File: src/rtl/input_pkg.sv
// Shared types for the button input path: repeat-FSM states and the key-event
// record consumed by the downstream input decoder.
package input_pkg;

  typedef enum logic [1:0] {
    IDLE   = 2'd0,
    DELAY  = 2'd1,
    REPEAT = 2'd2
  } state_t;

  // Index field is sized for the widest button bank the decoder accepts.
  localparam int EVT_IDX_W = 8;

  typedef struct packed {
    logic                 valid;
    logic [EVT_IDX_W-1:0] idx;
    logic                 is_repeat;
  } key_evt_t;

endpackage

File: src/rtl/lowest_set_index.sv
// Combinational priority encoder: index of the lowest set bit of vec, plus a
// flag telling whether any bit is set at all.
module lowest_set_index #(
  parameter int N = 5,
  parameter int W = $clog2(N)
) (
  input  logic [N-1:0] vec,
  output logic [W-1:0] idx,
  output logic         any
);

  always_comb begin
    idx = '0;
    any = |vec;
    // Scan downward so the lowest set bit is the last to write idx.
    for (int i = N - 1; i >= 0; i--) begin
      if (vec[i]) idx = W'(i);
    end
  end

endmodule

File: src/rtl/button_repeat.sv
// Keyboard-style auto-repeat: one press event per rising button, then periodic
// repeat events for the most recently pressed button while it stays held.
//
// state  | meaning
// IDLE   | no button tracked, waiting for a press
// DELAY  | active button held, counting down the hold delay
// REPEAT | active button held, counting down the repeat interval
module button_repeat #(
  parameter int N           = 5,
  parameter int DELAY_TICKS = 1000,
  parameter int RATE_TICKS  = 100
) (
  input  logic                 clk,
  input  logic                 rst,
  input  logic                 tick,
  input  logic [N-1:0]         btn,
  output logic                 evt_valid,
  output logic [$clog2(N)-1:0] evt_idx,
  output logic                 evt_repeat,
  output logic                 held
);
  import input_pkg::*;

  localparam int IW        = $clog2(N);
  localparam int MAX_TICKS = (DELAY_TICKS > RATE_TICKS) ? DELAY_TICKS : RATE_TICKS;
  localparam int CW        = $clog2(MAX_TICKS + 1);

  logic [N-1:0]  btn_q;
  logic [N-1:0]  rise;
  logic [IW-1:0] rise_idx;
  logic          rise_any;

  state_t        state, state_n;
  logic [CW-1:0] cnt, cnt_n;
  logic [IW-1:0] active, active_n;
  logic          evt_valid_n;
  logic [IW-1:0] evt_idx_n;
  logic          evt_repeat_n;

  assign rise = btn & ~btn_q;

  lowest_set_index #(
    .N (N),
    .W (IW)
  ) u_rise_enc (
    .vec (rise),
    .idx (rise_idx),
    .any (rise_any)
  );

  always_comb begin
    state_n      = state;
    cnt_n        = cnt;
    active_n     = active;
    evt_valid_n  = 1'b0;
    evt_idx_n    = '0;
    evt_repeat_n = 1'b0;

    if (rise_any) begin
      // A new press always wins: over a release of active and over a tick.
      active_n    = rise_idx;
      evt_valid_n = 1'b1;
      evt_idx_n   = rise_idx;
      cnt_n       = CW'(DELAY_TICKS);
      state_n     = DELAY;
    end else if (state != IDLE && !btn[active]) begin
      state_n = IDLE;
    end else if (state != IDLE && tick) begin
      if (cnt == CW'(1)) begin
        evt_valid_n  = 1'b1;
        evt_idx_n    = active;
        evt_repeat_n = 1'b1;
        cnt_n        = CW'(RATE_TICKS);
        state_n      = REPEAT;
      end else begin
        cnt_n = cnt - CW'(1);
      end
    end
  end

  always_ff @(posedge clk or posedge rst) begin
    if (rst) begin
      btn_q      <= '1;
      state      <= IDLE;
      cnt        <= '0;
      active     <= '0;
      evt_valid  <= 1'b0;
      evt_idx    <= '0;
      evt_repeat <= 1'b0;
    end else begin
      btn_q      <= btn;
      state      <= state_n;
      cnt        <= cnt_n;
      active     <= active_n;
      evt_valid  <= evt_valid_n;
      evt_idx    <= evt_idx_n;
      evt_repeat <= evt_repeat_n;
    end
  end

  assign held = (state != IDLE);

endmodule

File: config.mk
export PLATFORM = sky130hd
export DESIGN_NAME = button_repeat
export DESIGN_NICKNAME = d
export VERILOG_FILES = /design/src/rtl/input_pkg.sv /design/src/rtl/lowest_set_index.sv /design/src/rtl/button_repeat.sv
export SDC_FILE = /design/constraint.sdc
export NUM_CORES = 1
export LEC_CHECK = 0
export ABC_AREA = 0
export CAP_MARGIN = 20
export CELL_PAD_IN_SITES_DETAIL_PLACEMENT = 1
export CELL_PAD_IN_SITES_GLOBAL_PLACEMENT = 2
export CORE_MARGIN = 2
export CORE_UTILIZATION = 32
export CTS_CLUSTER_DIAMETER = 50
export DETAILED_ROUTE_END_ITERATION = 10
export PLACE_DENSITY_LB_ADDON = 0.1
export SYNTH_ARGS = -nofsm -noshare
export SYNTH_HDL_FRONTEND = slang
export SYNTH_HIERARCHICAL = 1
export SYNTH_SLANG_ARGS = --single-unit
File: constraint.sdc
create_clock -name clk -period 1.6 [get_ports clk]
set_input_delay 0.32 -clock clk [delete_from_list [all_inputs] [get_ports clk]]
set_output_delay 0.32 -clock clk [all_outputs]
set_load 0.01 [all_outputs]
==> impl_metrics.csv, run 1 <==
group,metric,value,unit
power,power.switching,0.434,mW
die,core_area,3940,um^2
clock_tree,clk-insertion-delay-late,0.28,ns
power,leakagePower,0.857,nW
grt,grt_max_degree,26,
power,p_seq_share,46.4,%
clock_tree,numCtsBuffers,3,
yosys,avgSynthCellArea,10.2,um^2
die,rows,23,
cells_and_area,diodes,0,
drt,postRouteAntennaNets,0,
power,intPower,1.05,mW
grt,grt_pass1_wl,6220,um
sta,slew_headroom,77.2,%
clock_tree,root_buffer,"clkbuf_8",
place,dp.cells,218,
clock_tree,clk_path_buf_depth,2,
yosys,seq_area_frac_synth,48.8,%
sta,tightest_slew,0.342,ns
critical_path,worst-setup-path-type,"reg2reg",
drt,vias,1174,
drt,firstDrtPassIters,4,
grt,antenna_found_initial,0,
sta,hold_viol,0,
die,initial_core_util,32.8,%
drt,drc,0,
power,ir_worst_vdd,0.377,mV
yosys,synthTopCellsByCount,"dfrtp_1 (20), nand2_1 (17), nor2_1 (8)",
die,fp.dieW,67.6,um
place,io_buffers,13,
sta,finalSetupViolations,16,
grt,grt_pass1_vias,1323,
yosys,synth-simple-area-share,27.3,%
clock_tree,cts_tree,"built",
sta,drv_slew,0,
grt,overflow,0,
job,drv_cap,0,
critical_path,crit_fanout,4,
drt,wire_per_inst,15.5,um
yosys,synth_mux_area_share,1.74,%
grt,grt_util_all_layers,18.5,%
cells_and_area,areaGrowthSynthToFinish,57.9,%
cells_and_area,layout-drive-gt1-share,51.9,%
min_path,hold_path.class,"in2reg",
yosys,synth_edf_count,0,
power,power,1.48,mW
cells_and_area,final_cells,235,
cells_and_area,fin_area,2040,um^2
drt,wl,3650,um
power,power.density,725,nW/um^2
yosys,synth_area,1290,um^2
critical_path,worst_setup_path_end_kind,"flop",
die,dieArea,4570,um^2
sta,layout_setup_ws,-0.151,ns
yosys,synth_top_family_by_area,"simple AND/OR/NAND/NOR gates",
sta,timing.final.crit_period,1.75,ns
yosys,synth_cell_types,42,
clock_tree,clkTransAtPathRegs,0.09,ns
place,post-dp-hpwl,2610,um
power,comb_power_share,27.2,%
sta,rsz0062_at_grt,"yes",
yosys,yosys.area.top_type,"dfrtp_1",
critical_path,required,1.77,ns
cells_and_area,layout.nets,196,
clock_tree,htreeDepth,1,
yosys,yosys_most_used_dff,"dfrtp_1",
place,placed_area,1700,um^2
yosys,synth_nets,137,
clock_tree,cts_sinks,25,
drt,routed_via_density,5.00,
yosys,async_flop_share,100,%
yosys,yosysMostFrequentCell,"dfrtp_1",
cells_and_area,fillCellCount,435,
place,gp_congestion,0.799,
yosys,synth_compound_area_share,16.4,%
yosys,yosysWarnings,6,
die,io_pins,14,
yosys,synth_adder_area_share,1.93,%
critical_path,startpoint_type,"flop",
sta,fmax,571,MHz
yosys,ys_ff_latch,25,
yosys,yosysTopAreaCellShare,38.7,%
clock_tree,hold_buffers,0,
yosys,synth_xor_area_share,0,%
yosys,synth_cells,127,
die,fp.dieH,67.6,um
outcome,status,"finished, violations left",
power,pwr-share-clk,26.4,%
power,netSwitchingFraction,29.3,%
yosys,synthTopCellsByArea,"dfrtp_1 (39%), dfstp_2 (10%), nand2_1 (4.9%), nor2b_1 (3.4%), nor3_1 (2.7%)",
sta,finClkSkew,0.00573,ns
drt,drt_iter0_drc,19,
outcome,violations,"negative setup slack",
sta,timing.final.crit_share,109,%
critical_path,arrival,1.92,ns
==> cell usage in the layout (no fill, tap or decap), types with 5 or more instances in the layout <==
cell type / count
nor2b_1: 5
dfrtp_1: 19
clkdlybuf4s50_1: 8
buf_4: 37
nand2_1: 10
dfstp_2: 5
buf_6: 5
nor2_1: 6
==> worst paths after layout <==
path | from | endpoint | slack, ns | depth (start not counted)
setup reg to reg | cnt[1] | cnt[7] | -0.15 | 6
hold reg to reg | active[1] | active[1] | 0.58 | 2
setup / recovery | cnt[1] | cnt[7] | -0.15 | 6
min in group asynchronous | rst | cnt[3] | 0.40 | 3
max in group asynchronous | rst | btn_q[4] | 0.90 | 3
hold / removal | btn[0] | btn_q[0] | 0.19 | 1
==> per-stage QoR <==
step	setup WS (ns)	TNS (ns)	utilization (%)	hold WS, ns
floorplan	-0.116	-0.332	-	0.324
global placement	-0.450	-6.90	43.1	0.510
detailed placement	-0.524	-8.03	43.1	0.537
CTS	-0.187	-2.00	50.2	0.297
global route	-0.217	-2.46	51.8	0.194
finish	-0.151	-1.32	51.8	0.194
==> cell type report <==
| class | count | area, um^2 | share of cell area [%] |
|---|---|---|---|
| well taps | 50 | 62.6 | 3.06 |
| repair buffers | 56 | 483 | 23.6 |
| flip-flops and latches | 25 | 633 | 31.0 |
| clock buffers | 3 | 41.3 | 2.02 |
| inverters | 7 | 26.3 | 1.29 |
| clock inverters | 1 | 5.00 | 0.245 |
| multi-input cells | 93 | 792 | 38.8 |
==> power by group through the flow <==
stage	clock network, mW	registers (mW)	logic, mW
CTS	0.416	0.686	0.383
global placement	0	0.694	0.293
finish	0.391	0.687	0.403
global route	0.432	0.690	0.438
detailed placement	0	0.696	0.301
floorplan	0	0.698	0.151
==> timing repair <==
action | 4_1_cts | 5_1_grt
cloned | 1 | 0
endpoints found under the setup margin | 21 | 20
resized for setup | 43 | 12
pin swaps | 17 | 11
setup buffers | 8 | 5
==> flip-flops by register name (all words and copies together) (netlist names) <==
register and cells:
cnt 10, active 3, evt_valid 1, btn_q 5
evt_repeat 1, state 2, evt_idx 3
==> metal layers <==
metal	global-route usage, %	part of all wire, %	vias up
met3	2.33	1.5	5
met4	6.38	1.4	0
li1	-	-	574
met1	21.4	42	585
met2	34.4	55	10
met5	0	0	-
==> logic make-up (layout without fill, tap and decap cells) <==
kind of cell               count (synthesis)  count (layout)
AOI/OAI and AO/OA                         28              29
adders and majority gates                  2               2
buffers and inverters                     10              67
DFF                                       25              25
muxes                                      2               2
and+or+nand+nor                           60              60
==> worst max-delay path, stage by stage (launching register included) <==
cell     delay [ns]
dfrtp_1        0.41
inv_2          0.09
ha_4           0.12
or2b_4         0.28
or3_4          0.35
and3b_1        0.17
a211o_1        0.22
Note: power is estimated with default switching activity, not from simulation.
==> run 2, diff against run 1 <==
- CTS_CLUSTER_SIZE: not set -> 28
==> results of run 2 <==
Same layout as run 1: the final DEF is identical, and so are final timing and power.
==> edit (config.mk and constraints of run 2) <==
The 3 states of `state_t` get a one-hot encoding in 3 bits.
--- a/src/rtl/input_pkg.sv
+++ b/src/rtl/input_pkg.sv
@@ -4,6 +4,6 @@
 
-  typedef enum logic [1:0] {
-    IDLE   = 2'd0,
-    DELAY  = 2'd1,
-    REPEAT = 2'd2
+  typedef enum logic [2:0] {
+    IDLE   = 3'b001,
+    DELAY  = 3'b010,
+    REPEAT = 3'b100
   } state_t;
Behaviour: no difference found for any inputs over 10 cycles, from zero or initial values and one cycle with rst high; not proved beyond that.
==> edit against run 2 <==
  * The run still ends with negative setup slack left
  * Core utilization is 3.5 points higher
  * Synthesized cell count is the same
  * Routed wire length grew 5.8%
  * Via count increased by 1.5%
  * Setup slack better by 0.017 ns
  * Maximum frequency up 0.95%
  * Total power is 15% higher
  * Design area up 6.7%
  * Synthesized area increased by 0.19%
  * Final cell count is 0.43% lower
  * Sequential cell count increased by 1
  * Critical endpoint is now evt_idx[1]
==> edit: results <==
{
  "track_usage": 0.179,
  "power.leakage_nw": 0.909,
  "final_cell_count_no_fill": 234,
  "power.switching_mw": 0.449,
  "cts_resized": 50,
  "dpl_cell_area_um2": 1780,
  "slowest_delay_ns": 0.54,
  "met2_usage": 0.315,
  "drive_above_1_share": 0.565,
  "synth_common_cells": "20 x dfrtp_1, 13 x nor2_1, 9 x nand2_1, 7 x nand3_1, 6 x dfstp_2",
  "drt-met1-wl_mm": 1.77,
  "synth.avg_cell_area_um2": 10.2,
  "grt_pass1_vias": 1246,
  "path_delay_family": "simple AND/OR/NAND/NOR gates",
  "layout_setup_ws_ns": -0.134,
  "nFillCells": 416,
  "p_clk_mw": 0.558,
  "route.met2.wl_mm": 2.01,
  "grt_max_degree": 27,
  "max_slew.worst_pin.slew_ns": 0.343,
  "use_met1": 0.231,
  "finalSetupTns_ns": -1.30,
  "violations": "negative setup slack",
  "hpwlAfterDp_mm": 2.63,
  "synth_cell_type_count": 40,
  "fin_nets": 195,
  "grt_util_met3": 0.0250,
  "grt_first_pass_wirelength_mm": 6.01,
  "run_status": "finished, violations left",
  "gp_congestion": 0.762,
  "cp_data_arrival_time_ns": 1.89,
  "dp_slack_ns": -0.480,
  "r2r_start": "state[0]",
  "hold_class": "input pin to flip-flop",
  "fin_skew_ns": 0.00382,
  "peakVddDrop_mv": 0.474,
  "dr_wl_met3_um": 68,
  "worstPathMaxFanout": 6,
  "worstHoldStart": "btn[3]",
  "htree_levels": 1,
  "whs_ns": 0.318,
  "seq_area_frac_synth": 0.508,
  "routed_wl_mm": 3.86,
  "crit_slowest_cell": "dfstp_2",
  "combPwrFrac": 0.251,
  "setup_viol": 16,
  "vias_per_cell": 5.09,
  "worstReg2RegEnd": "evt_idx[1]",
  "holdPathEnd": "btn_q[3]",
  "place_inst": 221,
  "drt_iter0_markers": 40,
  "synthTopCellsByArea": "dfrtp_1 39%, dfstp_2 12%, nor2_1 3.8%"
}
edit: cell type report:
cell class	count	area, um2	area share
inverter	5	26.3	0.0120
timing repair buffer	57	518	0.238
clock buffer	3	41.3	0.0189
tap	50	62.6	0.0287
clock inverter	1	30.0	0.0138
multi-input combinational	92	843	0.387
sequential	26	659	0.302
edit: how the worst max path moves through the flow:
stage | startpoint | end | depth (start not counted)
2_1_floorplan | cnt[0] | cnt[7] | 6
3_3_place_gp | btn[3] | evt_idx[1] | 7
3_5_place_dp | btn[0] | evt_idx[1] | 6
4_1_cts | cnt[1] | cnt[4] | 7
5_1_grt | active[1] | cnt[6] | 6
6_report | state[0] | evt_idx[1] | 6
edit: kinds of logic after synthesis:
| family | count (synthesis) | share of synthesized area |
|---|---|---|
| AOI/OAI and AO/OA | 27 | 0.152 |
| DFF | 26 | 0.508 |
| muxes | 5 | 0.0415 |
| and+or+nand+nor | 58 | 0.247 |
| buffers and inverters | 9 | 0.0328 |
| adders and majority gates | 2 | 0.0193 |
